**src/rtl/led_matrix_scanner.sv**
```systemverilog
// Column-multiplexed LED matrix scanner: double-buffered frame, blanking gap between columns,
// buffer swap at frame boundary. Optional PWM dimming when LED_SCAN_BRIGHTNESS_EN is defined.
module led_matrix_scanner #(
  parameter int ROWS  = 10,
  parameter int COLS  = 5,
  parameter int DWELL = 1000,
  parameter int BLANK = 16
) (
  input  logic                    clk,
  input  logic                    rst,
  input  logic                    wr_en,
  input  logic [$clog2(COLS)-1:0] wr_col,
  input  logic [ROWS-1:0]         wr_data,
  input  logic                    swap_req,
`ifdef LED_SCAN_BRIGHTNESS_EN
  input  logic [3:0]              brightness,
`endif
  output logic                    swap_ack,
  output logic [ROWS-1:0]         row_out,
  output logic [COLS-1:0]         gnd_out,
  output logic                    frame_start
);
  localparam int IW   = $clog2(COLS);
  localparam int CMAX = (DWELL > BLANK) ? DWELL : BLANK;
  localparam int CW   = $clog2(CMAX);

  localparam logic [0:0] ST_BLANK = 1'b0;
  localparam logic [0:0] ST_DRIVE = 1'b1;

  localparam logic [CW-1:0] BLANK_LAST = CW'(BLANK - 1);
  localparam logic [CW-1:0] DWELL_LAST = CW'(DWELL - 1);
  localparam logic [IW-1:0] COL_LAST   = IW'(COLS - 1);
  localparam logic [IW:0]   COLS_W     = (IW + 1)'(COLS);

  logic [0:0]      state_reg, state_next;
  logic [CW-1:0]   cnt_reg, cnt_next;
  logic [IW-1:0]   col_reg, col_next;
  logic            front_sel_reg, front_sel_next;
  logic            pending_reg, pending_next;
  logic [ROWS-1:0] buf0_reg [COLS];
  logic [ROWS-1:0] buf1_reg [COLS];

  logic            last_blank, last_drive, do_swap, wr_ok, row_on;
  logic [ROWS-1:0] front_word, row_next;
  logic [COLS-1:0] col_onehot, gnd_next;

  always_comb begin
    last_blank = (state_reg == ST_BLANK) && (cnt_reg == BLANK_LAST);
    last_drive = (state_reg == ST_DRIVE) && (cnt_reg == DWELL_LAST);
    state_next = state_reg;
    cnt_next   = cnt_reg + 1'b1;
    col_next   = col_reg;
    if (last_blank) begin
      state_next = ST_DRIVE;
      cnt_next   = '0;
    end else if (last_drive) begin
      state_next = ST_BLANK;
      cnt_next   = '0;
      col_next   = (col_reg == COL_LAST) ? '0 : col_reg + 1'b1;
    end
    // A request arriving in the boundary cycle itself is consumed by this swap.
    do_swap        = last_drive && (col_reg == COL_LAST) && (pending_reg || swap_req);
    front_sel_next = front_sel_reg ^ do_swap;
    pending_next   = !do_swap && (pending_reg || swap_req);
  end

  generate
    for (genvar gi = 0; gi < COLS; gi++) begin : g_onehot
      assign col_onehot[gi] = (col_next == IW'(gi));
    end
  endgenerate

`ifdef LED_SCAN_BRIGHTNESS_EN
  logic [CW-1:0] thr_reg, thr_next;

  // Threshold is latched on column entry so a brightness change never splits a column.
  always_comb begin
    thr_next = thr_reg;
    if (last_blank) thr_next = CW'((int'(brightness) * DWELL) >> 4);
  end

  assign row_on = (cnt_next < thr_next);

  always_ff @(posedge clk or posedge rst) begin
    if (rst) thr_reg <= '0;
    else     thr_reg <= thr_next;
  end
`else
  assign row_on = 1'b1;
`endif

  assign front_word = front_sel_next ? buf1_reg[col_next] : buf0_reg[col_next];

  always_comb begin
    gnd_next = '0;
    row_next = '0;
    if (state_next == ST_DRIVE) begin
      gnd_next = col_onehot;
      if (row_on) row_next = front_word;
    end
  end

  // Writes target the buffer that is back after this edge, so a write in the swap
  // cycle lands in the buffer that was front until now.
  assign wr_ok = wr_en && ({1'b0, wr_col} < COLS_W);

  always_ff @(posedge clk or posedge rst) begin
    if (rst) begin
      for (int c = 0; c < COLS; c++) begin
        buf0_reg[c] <= '0;
        buf1_reg[c] <= '0;
      end
    end else if (wr_ok) begin
      if (front_sel_next) buf0_reg[wr_col] <= wr_data;
      else                buf1_reg[wr_col] <= wr_data;
    end
  end

  always_ff @(posedge clk or posedge rst) begin
    if (rst) begin
      state_reg     <= ST_BLANK;
      cnt_reg       <= '0;
      col_reg       <= '0;
      front_sel_reg <= 1'b0;
      pending_reg   <= 1'b0;
      row_out       <= '0;
      gnd_out       <= '0;
      swap_ack      <= 1'b0;
      frame_start   <= 1'b0;
    end else begin
      state_reg     <= state_next;
      cnt_reg       <= cnt_next;
      col_reg       <= col_next;
      front_sel_reg <= front_sel_next;
      pending_reg   <= pending_next;
      row_out       <= row_next;
      gnd_out       <= gnd_next;
      swap_ack      <= do_swap;
      frame_start   <= last_blank && (col_reg == '0);
    end
  end
endmodule

```
**config.mk**
```make
export PLATFORM = sky130hd
export DESIGN_NAME = led_matrix_scanner
export DESIGN_NICKNAME = d
export VERILOG_FILES = /design/src/rtl/led_matrix_scanner.sv
export SDC_FILE = /design/constraint.sdc
export NUM_CORES = 1
export LEC_CHECK = 0
export ABC_CLOCK_PERIOD_IN_PS = 7300
export CORE_MARGIN = 1
export CORE_UTILIZATION = 40
export DETAILED_ROUTE_END_ITERATION = 16
export PLACE_DENSITY_LB_ADDON = 0.05
export SYNTH_ARGS = -nofsm -noshare
export SYNTH_HDL_FRONTEND = slang
export SYNTH_SLANG_ARGS = --single-unit
```
**constraint.sdc**
```tcl
create_clock -name clk -period 7.3 [get_ports clk]
set_input_delay 1.46 -clock clk [delete_from_list [all_inputs] [get_ports clk]]
set_output_delay 1.46 -clock clk [all_outputs]
set_load 0.005 [all_outputs]
```
# ---- Word level (Yosys, flattened, before mapping)
# Index checks and enable logic that the tools add are counted.
dict set report op_classes {
  add_sub_neg 2
  n_eq_ne 7
  bitwise_logic 5
  muxes 20
  n_lt_le_gt_ge 4
  n_reduce_logical 14
}
# cell n
set op_table {}
lappend op_table {{$bwmux W50} 2}
lappend op_table {{$mux W10} 9}
lappend op_table {{$bmux W10 S3} 2}
lappend op_table {{$demux W10 S3} 1}
lappend op_table {{$add A10 B1 Y10 const B} 1}
lappend op_table {{$eq A10 B10 Y1 const B} 1}
lappend op_table {{$eq A10 B4 Y1 const B} 1}
lappend op_table {{$mux W3} 3}
lappend op_table {{$ge A4 B4 Y1 const B} 2}
lappend op_table {{$logic_and A1 B1 Y1} 8}
lappend op_table {{$not A3 Y4} 2}
lappend op_table {{$eq A3 B2 Y1 const B} 2}
lappend op_table {{$eq A3 B3 Y1 const B} 2}
lappend op_table {{$logic_not A3 Y1} 2}
lappend op_table {{$mux W5} 1}
lappend op_table {{$lt A4 B1 Y1 const B} 1}
lappend op_table {{$reduce_and A2 Y1} 2}
lappend op_table {{$add A3 B1 Y3 const B} 1}
lappend op_table {{$eq A3 B1 Y1 const B} 1}
lappend op_table {{$lt A3 B3 Y1 const B} 1}
lappend op_table {{$mux W1} 2}
lappend op_table {{$not A1 Y1} 2}
lappend op_table {{$logic_not A1 Y1} 1}
lappend op_table {{$logic_or A1 B1 Y1} 1}
lappend op_table {{$xor A1 B1 Y1} 1}
dict set report word_totals {
  inputBits 17
  elab_cells 71
  out_inout_bits 17
  reg_bits 133
}

# ---- Depth between registers and ports, before layout
# Gate-level depths: netlist of run 1.
dict set report logic_depth {
  word_depth 10
  depth_mapped 11
}

# ---- Least setup slack after synthesis of run 1
# Ideal clock, no wire load.
dict set report synth_timing {
  path_kind {input to register}
  startpoint {input port swap_req}
  endpoint {register buf1_reg[30] (netlist name)}
  setup_ns 0.125
  required_time_ns 7.175
  path_stages 6
  t_arrival_ns 2.980
  slack_ns 4.195
  path_cell_list {o2111ai_1 -> nor4_4 -> xnor2_4 -> inv_4 -> nor3_4 -> mux2_2}
}
dict set report synth_via {
  elab_chain_len 5
}
# element line
set synth_lines {}
lappend synth_lines {{start, declared} 14} ;# input logic swap_req,
lappend synth_lines {{$logic_or A1 B1 Y1} 62} ;# do_swap = last_drive && (col_reg == COL_LAST) && (pending_reg || swap_req);
lappend synth_lines {{$logic_and A1 B1 Y1} 62}
lappend synth_lines {{$xor A1 B1 Y1} 63} ;# front_sel_next = front_sel_reg ^ do_swap;
lappend synth_lines {{net front_sel_next} 38} ;# logic front_sel_reg, front_sel_next;
lappend synth_lines {{$not A1 Y1 (no source line)} --}
lappend synth_lines {{$reduce_and A2 Y1 (no source line)} --}
lappend synth_lines {{end signal, assigned by index} 115} ;# else buf1_reg[wr_col] <= wr_data;
lappend synth_lines {{end, declared} 41} ;# logic [ROWS-1:0] buf1_reg [COLS];
# The timed path passes the listed nets, and every way through them passes these cells.
# A chain may end at the register's enable or synchronous reset.

# ---- Worst setup path in the final report of run 1
dict set report layout_timing {
  startpoint {input port swap_req}
  endpoint {register buf1_reg[33] (netlist name)}
}
# Same word-level chain as after synthesis.

==> results of run 1 <==
## logic make-up (layout without fill, tap and decap cells)
family,count (synthesis),count (layout)
DFF,133,133
muxes,129,129
and+or+nand+nor,93,93
AOI/OAI and AO/OA,69,69
buffers and inverters,32,78
xor gates and xnor gates,9,9
adders and majority gates,3,3
## power by group through the flow
stage,combinational [mW],clock [mW],sequential [mW]
6_report,0.133,0.883,0.832
5_1_grt,0.149,0.938,0.841
4_1_cts,0.136,0.902,0.831
3_5_place_dp,0.136,0,0.844
3_3_place_gp,0.131,0,0.842
2_1_floorplan,0.106,0,0.832
## stage by stage
| step | utilization, % | power (mW) |
|---|---|---|
| CTS | 49.1 | 1.87 |
| floorplan | - | 0.938 |
| global route | 49.1 | 1.93 |
| finish | 49.1 | 1.85 |
| global placement | 44.9 | 0.973 |
| detailed placement | 44.9 | 0.980 |
## layout make-up
cell class | instances | share of cell area, %
Tap cell | 184 | 3.19
Sequential cell | 133 | 46.1
Inverter | 8 | 0.520
Multi-Input combinational cell | 303 | 36.5
Timing Repair Buffer | 38 | 5.10
Clock inverter | 11 | 2.05
Clock buffer | 21 | 6.52
## metal layers
metal	track usage [%]	up-vias	wire length (um)
met5	0	-	0
li1	-	1794	-
met2	32.8	81	7170
met1	27.1	2037	6830
met3	5.31	19	715
met4	6.74	0	327
## worst max path at each step
stage,start,end,slack [ns],cells past startpoint
after floorplan,rst,buf0_reg[0]$_DFFE_PP0P_,2.29,1
after global placement,swap_req,buf1_reg[41]$_DFFE_PP0P_,3.25,7
after detailed placement,swap_req,buf1_reg[33]$_DFFE_PP0P_,3.21,7
after CTS,swap_req,buf1_reg[33]$_DFFE_PP0P_,3.62,7
after global routing,swap_req,buf1_reg[33]$_DFFE_PP0P_,3.55,7
final,swap_req,buf1_reg[33]$_DFFE_PP0P_,3.64,7
## layout by cell type (no fill, tap or decap), drive strengths merged, types with 3 or more instances in the layout
cell type / instances
a211o: 5
a211oi: 4
a21oi: 7
a221oi: 6
a22oi: 8
a31oi: 11
and2: 5
and3: 3
buf: 5
bufinv: 3
clkbuf: 21
clkdlybuf4s50: 33
clkinv: 6
dfrtp: 133
ha: 3
inv: 9
mux2: 118
mux2i: 11
nand2: 23
nand3: 14
nor2: 23
nor3: 7
o22ai: 16
or3: 7
xnor2: 3
xor2: 6
## critical path, cell delays in order
cell,delay [ns]
clkdlybuf4s50_1,0.42
o2111ai_1,0.30
nor4_4,0.09
xnor2_4,0.58
inv_4,0.17
nor3_4,0.52
mux2_2,0.40
==> flow_metrics.env, run 1 <==
export IMPL_status="complete, but fails checks"
export IMPL_violations="DRC"
export IMPL_p_leak_nw=3.27
export IMPL_die_h_um=126
export IMPL_totalWireLength_mm=15.0
export IMPL_synth_cells=468
export IMPL_worst_pin_slew_ns=1.10
export IMPL_rr_endpoint="row_out[8]$_DFF_PP0_"
export IMPL_insertedDiodeCount=0
export IMPL_cp_data_required_time_ns=7.59
export IMPL_synth_xor_area_share_pct=1.60
export IMPL_drive_gt1_share_pct=34.6
export IMPL_avgSynthCellArea_um2=13.0
export IMPL_cts_root_buf="clkbuf_16"
export IMPL_hold_end="cnt_reg[0]$_DFF_PP0_"
export IMPL_hold_slack_ns=0.464
export IMPL_drc_errors=1
export IMPL_synth_top_area_share_pct=54.6
export IMPL_wl_per_cell_um=21.6
export IMPL_die_x_um=126
export IMPL_placed_cell_area_um2=6600
export IMPL_end_kind="flip-flop"
export IMPL_instances_no_fill=698
export IMPL_track_usage_pct=20.5
export IMPL_hold_depth=1
export IMPL_synth_adder_area_share_pct=0.615
export IMPL_place_ws_ns=3.21
export IMPL_combPwrFrac_pct=7.2
export IMPL_fin_area_um2=7220
export IMPL_netlist_cell_type_count=52
export IMPL_syn_nets=488
export IMPL_final_hold_viol_count=0
export IMPL_synth_top_cell_by_area="dfrtp_1"
export IMPL_h_tree_depth=4
export IMPL_min_from="cnt_reg[0]$_DFF_PP0_"
export IMPL_rsz0062_at_grt="no"
export IMPL_postCtsHoldBufs=0
export IMPL_synth_common_cells="133 x dfrtp_1, 118 x mux2_2, 23 x nor2_1, 22 x nand2_1, 16 x o22ai_1"
export IMPL_clock_path_buffers=2
export IMPL_syn_to_final_growth_pct=18.3
export IMPL_placed_cells=666
export IMPL_intPower_mw=1.44
export IMPL_crit_path_start_kind="primary input"
export IMPL_synth_compound_area_share_pct=7.94
export IMPL_port_buffers=33
export IMPL_post_cts_resized=0
export IMPL_first_iter_violations=245
export IMPL_regToRegSetupSlack_ns=4.06
export IMPL_start_util_pct=41.5
export IMPL_antenna_found_initial=0
export IMPL_switching_share_pct=22.1
export IMPL_multiInputGateArea_um2=2640
export IMPL_row_count=44
export IMPL_die_area_um2=15800
export IMPL_slew_limit_headroom_pct=26.6
export IMPL_slew_viol_final=0
export IMPL_worst_slack_ns=3.64
export IMPL_vias=3931
export IMPL_clock_skew_ns=0.00917
export IMPL_fmax_ghz=0.273
export IMPL_fillers=1298
export IMPL_async_reset_ff_share_pct=100
export IMPL_dp_hpwl_mm=9.50
export IMPL_overflow=0
export IMPL_syn_cell_area_um2=6100
export IMPL_cts_tree="done"
export IMPL_p_sw_uw=408
export IMPL_cts_setup_buffers=0
export IMPL_grt_pass1_wl_mm=23.6
export IMPL_final_nets=521
export IMPL_path_clk_slew_ns=0.06
export IMPL_synth_main_ff_cell="dfrtp_1"
export IMPL_vias_per_cell=5.63
export IMPL_worst_r2r_path_depth=8
export IMPL_drt_pass1_iterations=10
export IMPL_synth_warning_count=0
export IMPL_p_seq_share_pct=45.0
export IMPL_ys_seq_area_share_pct=54.6
export IMPL_powerDensity_nw_per_um2=256
export IMPL_clkPwrFrac_pct=47.8
export IMPL_clock_sinks=133
export IMPL_r2r_start="cnt_reg[0]$_DFF_PP0_"
export IMPL_synthMuxAreaShare_pct=23.7
export IMPL_yosys_area_share_simple_pct=9.27
export IMPL_clk_latency_ns=0.41
export IMPL_ir_drop_mv=0.170
export IMPL_synth_area_top_cells="dfrtp_1 55%, mux2_2 22%, o22ai_1 1.6%, mux2i_1 1.5%, nor2_1 1.4%"
export IMPL_cp_arrival_ns=3.95
export IMPL_core_area_um2=14700
export IMPL_synth_top_family_by_area="multiplexers"
export IMPL_synth_seq_cells=133
export IMPL_hold_path_class="flip-flop to flip-flop"
export IMPL_seqCellArea_um2=3330
export IMPL_grt_pass1_vias=4062
export IMPL_grt_max_degree=86
export IMPL_numCtsBuffers=17
export IMPL_boundaryPins=34
export IMPL_crit_type="primary input to flip-flop"
export IMPL_period_needed_ns=3.66
export IMPL_finalCritPeriodShare_pct=50.1
export IMPL_maxCapViolations=0
export IMPL_gp_congestion=0.766
export IMPL_setup_tns_ns=0
export IMPL_setup_violations_final=0
export IMPL_cp_max_fo=16
export IMPL_yosysMostFrequentCell="dfrtp_1"
export IMPL_synth_edf_count=0
export IMPL_postRouteAntennaNets=0
No activity file was read; power rests on OpenSTA's default activity.
==> run 2, diff against run 1 <==
--- a/config.mk
+++ b/config.mk
@@ -5,7 +5,7 @@
 export SDC_FILE = /design/constraint.sdc
 export NUM_CORES = 1
 export LEC_CHECK = 0
-export ABC_CLOCK_PERIOD_IN_PS = 7300
+export ABC_CLOCK_PERIOD_IN_PS = 3700
 export CORE_MARGIN = 1
 export CORE_UTILIZATION = 40
 export DETAILED_ROUTE_END_ITERATION = 16
==> constraint.sdc (replaced) <==
create_clock -name clk -period 3.7 [get_ports clk]
set_input_delay 0.74 -clock clk [delete_from_list [all_inputs] [get_ports clk]]
set_output_delay 0.74 -clock clk [all_outputs]
set_load 0.005 [all_outputs]
==> flow_metrics.env, run 2 (same netlist as run 1, synthesis figures left out) <==
export IMPL_die_h_um=126
export IMPL_start_util_pct=41.5
export IMPL_wl_per_cell_um=21.4
export IMPL_overflow=0
export IMPL_antenna_found_initial=0
export IMPL_cp_max_fo=11
export IMPL_fin_area_um2=7290
export IMPL_boundaryPins=34
export IMPL_postRouteAntennaNets=0
export IMPL_p_seq_share_pct=46.5
export IMPL_hold_depth=1
export IMPL_finalPower_mw=3.53
export IMPL_wl_met2_mm=7.30
export IMPL_dp_hpwl_mm=9.86
export IMPL_worst_r2r_path_depth=9
export IMPL_dr_max_layer_used="met4"
export IMPL_worst_pin_slew_ns=0.931
export IMPL_syn_to_final_growth_pct=19.4
export IMPL_drc_errors=2
export IMPL_clock_skew_ns=0.0104
export IMPL_vias=3982
export IMPL_first_iter_violations=257
export IMPL_layout_common_cells="133 x dfrtp_1, 118 x mux2_2, 33 x clkdlybuf4s50_1"
export IMPL_post_cts_resized=0
export IMPL_die_x_um=126
export IMPL_slew_viol_final=0
export IMPL_startpoint="col_reg[1]$_DFF_PP0_"
export IMPL_insertedDiodeCount=0
export IMPL_track_usage_pct=21.2
export IMPL_grt_pass1_vias=4119
export IMPL_rr_endpoint="row_out[3]$_DFF_PP0_"
export IMPL_clkPwrFrac_pct=45.9
export IMPL_drive_gt1_share_pct=36.4
export IMPL_combPwrFrac_pct=7.6
export IMPL_slew_limit_headroom_pct=36.2
export IMPL_drt_pass1_iterations=10
export IMPL_crit_path_start_kind="flip-flop"
export IMPL_hold_end="cnt_reg[0]$_DFF_PP0_"
export IMPL_path_clk_slew_ns=0.06
export IMPL_regToRegSetupSlack_ns=0.43
export IMPL_maxCapViolations=0
export IMPL_die_area_um2=15800
export IMPL_clk_latency_ns=0.42
export IMPL_clock_path_buffers=2
export IMPL_crit_type="flip-flop to flip-flop"
export IMPL_cts_root_buf="clkbuf_16"
export IMPL_wl_met1_mm=6.96
export IMPL_intPower_mw=2.70
export IMPL_vias_per_cell=5.59
export IMPL_ir_drop_mv=0.339
export IMPL_clock_sinks=133
export IMPL_cp_arrival_ns=3.57
export IMPL_setup_violations_final=0
export IMPL_core_area_um2=14700
export IMPL_final_nets=535
export IMPL_cts_setup_buffers=0
export IMPL_gp_congestion=0.782
export IMPL_violations="DRC"
export IMPL_hold_path_class="flip-flop to flip-flop"
export IMPL_port_buffers=33
export IMPL_p_sw_uw=835
export IMPL_rsz0062_at_grt="no"
export IMPL_fmax_ghz=0.306
export IMPL_slowest_delay_ns=0.74
export IMPL_period_needed_ns=3.27
export IMPL_row_count=44
export IMPL_path_cells="inv_1 > ha_1 > a21oi_1 > nor2_1 > mux2i_1 > buf_4 > o22ai_1 > or3_1 > a22oi_1"
export IMPL_postCtsHoldBufs=0
export IMPL_slowest_stage="mux2i_1"
export IMPL_mostFrequentLayoutCell="dfrtp_1"
export IMPL_wl_met3_um=673
export IMPL_finalCritPeriodShare_pct=88.3
export IMPL_final_hold_viol_count=0
export IMPL_switching_share_pct=23.6
export IMPL_r2r_start="col_reg[1]$_DFF_PP0_"
export IMPL_end_kind="flip-flop"
export IMPL_grt_max_degree=57
export IMPL_numCtsBuffers=17
export IMPL_grt_pass1_wl_mm=24.4
export IMPL_powerDensity_nw_per_um2=485
export IMPL_cts_tree="done"
export IMPL_cp_data_required_time_ns=4.00
export IMPL_status="complete, but fails checks"
export IMPL_setup_tns_ns=0
export IMPL_p_leak_nw=3.30
export IMPL_totalWireLength_mm=15.3
export IMPL_final_core_util_pct=49.6
export IMPL_min_from="cnt_reg[0]$_DFF_PP0_"
export IMPL_h_tree_depth=4
export IMPL_hold_slack_ns=0.461
export IMPL_placed_cell_area_um2=6710
## run 2: cell count changes in the layout (fill, tap and decap cells not counted), moves of 2 or more
| cell | before | now |
|---|---|---|
| bufinv_16 | 3 | 1 |
| clkinvlp_4 | 1 | 5 |
| inv_6 | 2 | 4 |
| buf_4 | 5 | 18 |
## run 2: layout make-up
class	instances	area [um^2]
Fill cell	1333	7410
Sequential cell	133	3330
Multi-Input combinational cell	303	2630
Timing Repair Buffer	52	485
Clock buffer	19	453
Tap cell	184	230
Clock inverter	13	123
Inverter	8	36.3
## run 2: worst max-delay path: cells and delay by family (launching register included)
kind | cells | cell delay, ns
buffers and inverters | 2 | 0.42
adder cells (fa/ha/maj) | 1 | 0.30
multiplexers | 1 | 0.74
flip-flops | 1 | 0.55
AND/OR/NAND/NOR | 2 | 0.42
AO/OA/AOI/OAI | 3 | 0.72
## run 2: power by group through the flow
stage	clock (mW)	sequential, mW	combinational [mW]
after floorplan	0	1.64	0.209
after global placement	0	1.66	0.264
after detailed placement	0	1.67	0.273
after CTS	1.66	1.64	0.273
after global routing	1.74	1.66	0.296
final	1.62	1.64	0.269
## run 2: worst max-delay path by stage
stage                     slack (ns)                       end  cells past startpoint
final                           0.43      row_out[3]$_DFF_PP0_                      9
after global routing            0.17      row_out[3]$_DFF_PP0_                      9
after CTS                       0.44      row_out[3]$_DFF_PP0_                      8
after detailed placement        0.27  buf1_reg[41]$_DFFE_PP0P_                      7
after global placement          0.30  buf1_reg[36]$_DFFE_PP0P_                      7
after floorplan                 1.01      row_out[1]$_DFF_PP0_                     10
## run 2: stage by stage
step                setup slack, ns  std cells
floorplan                      1.01        468
global placement              0.301        680
detailed placement            0.266        680
global route                  0.171        712
CTS                           0.438        712
finish                        0.433        712
## run 2: layer usage
metal,GRT usage (%),vias to the layer above
li1,-,1818
met1,27.8,2049
met2,34.2,91
met3,4.79,24
met4,7.96,0
met5,0,-
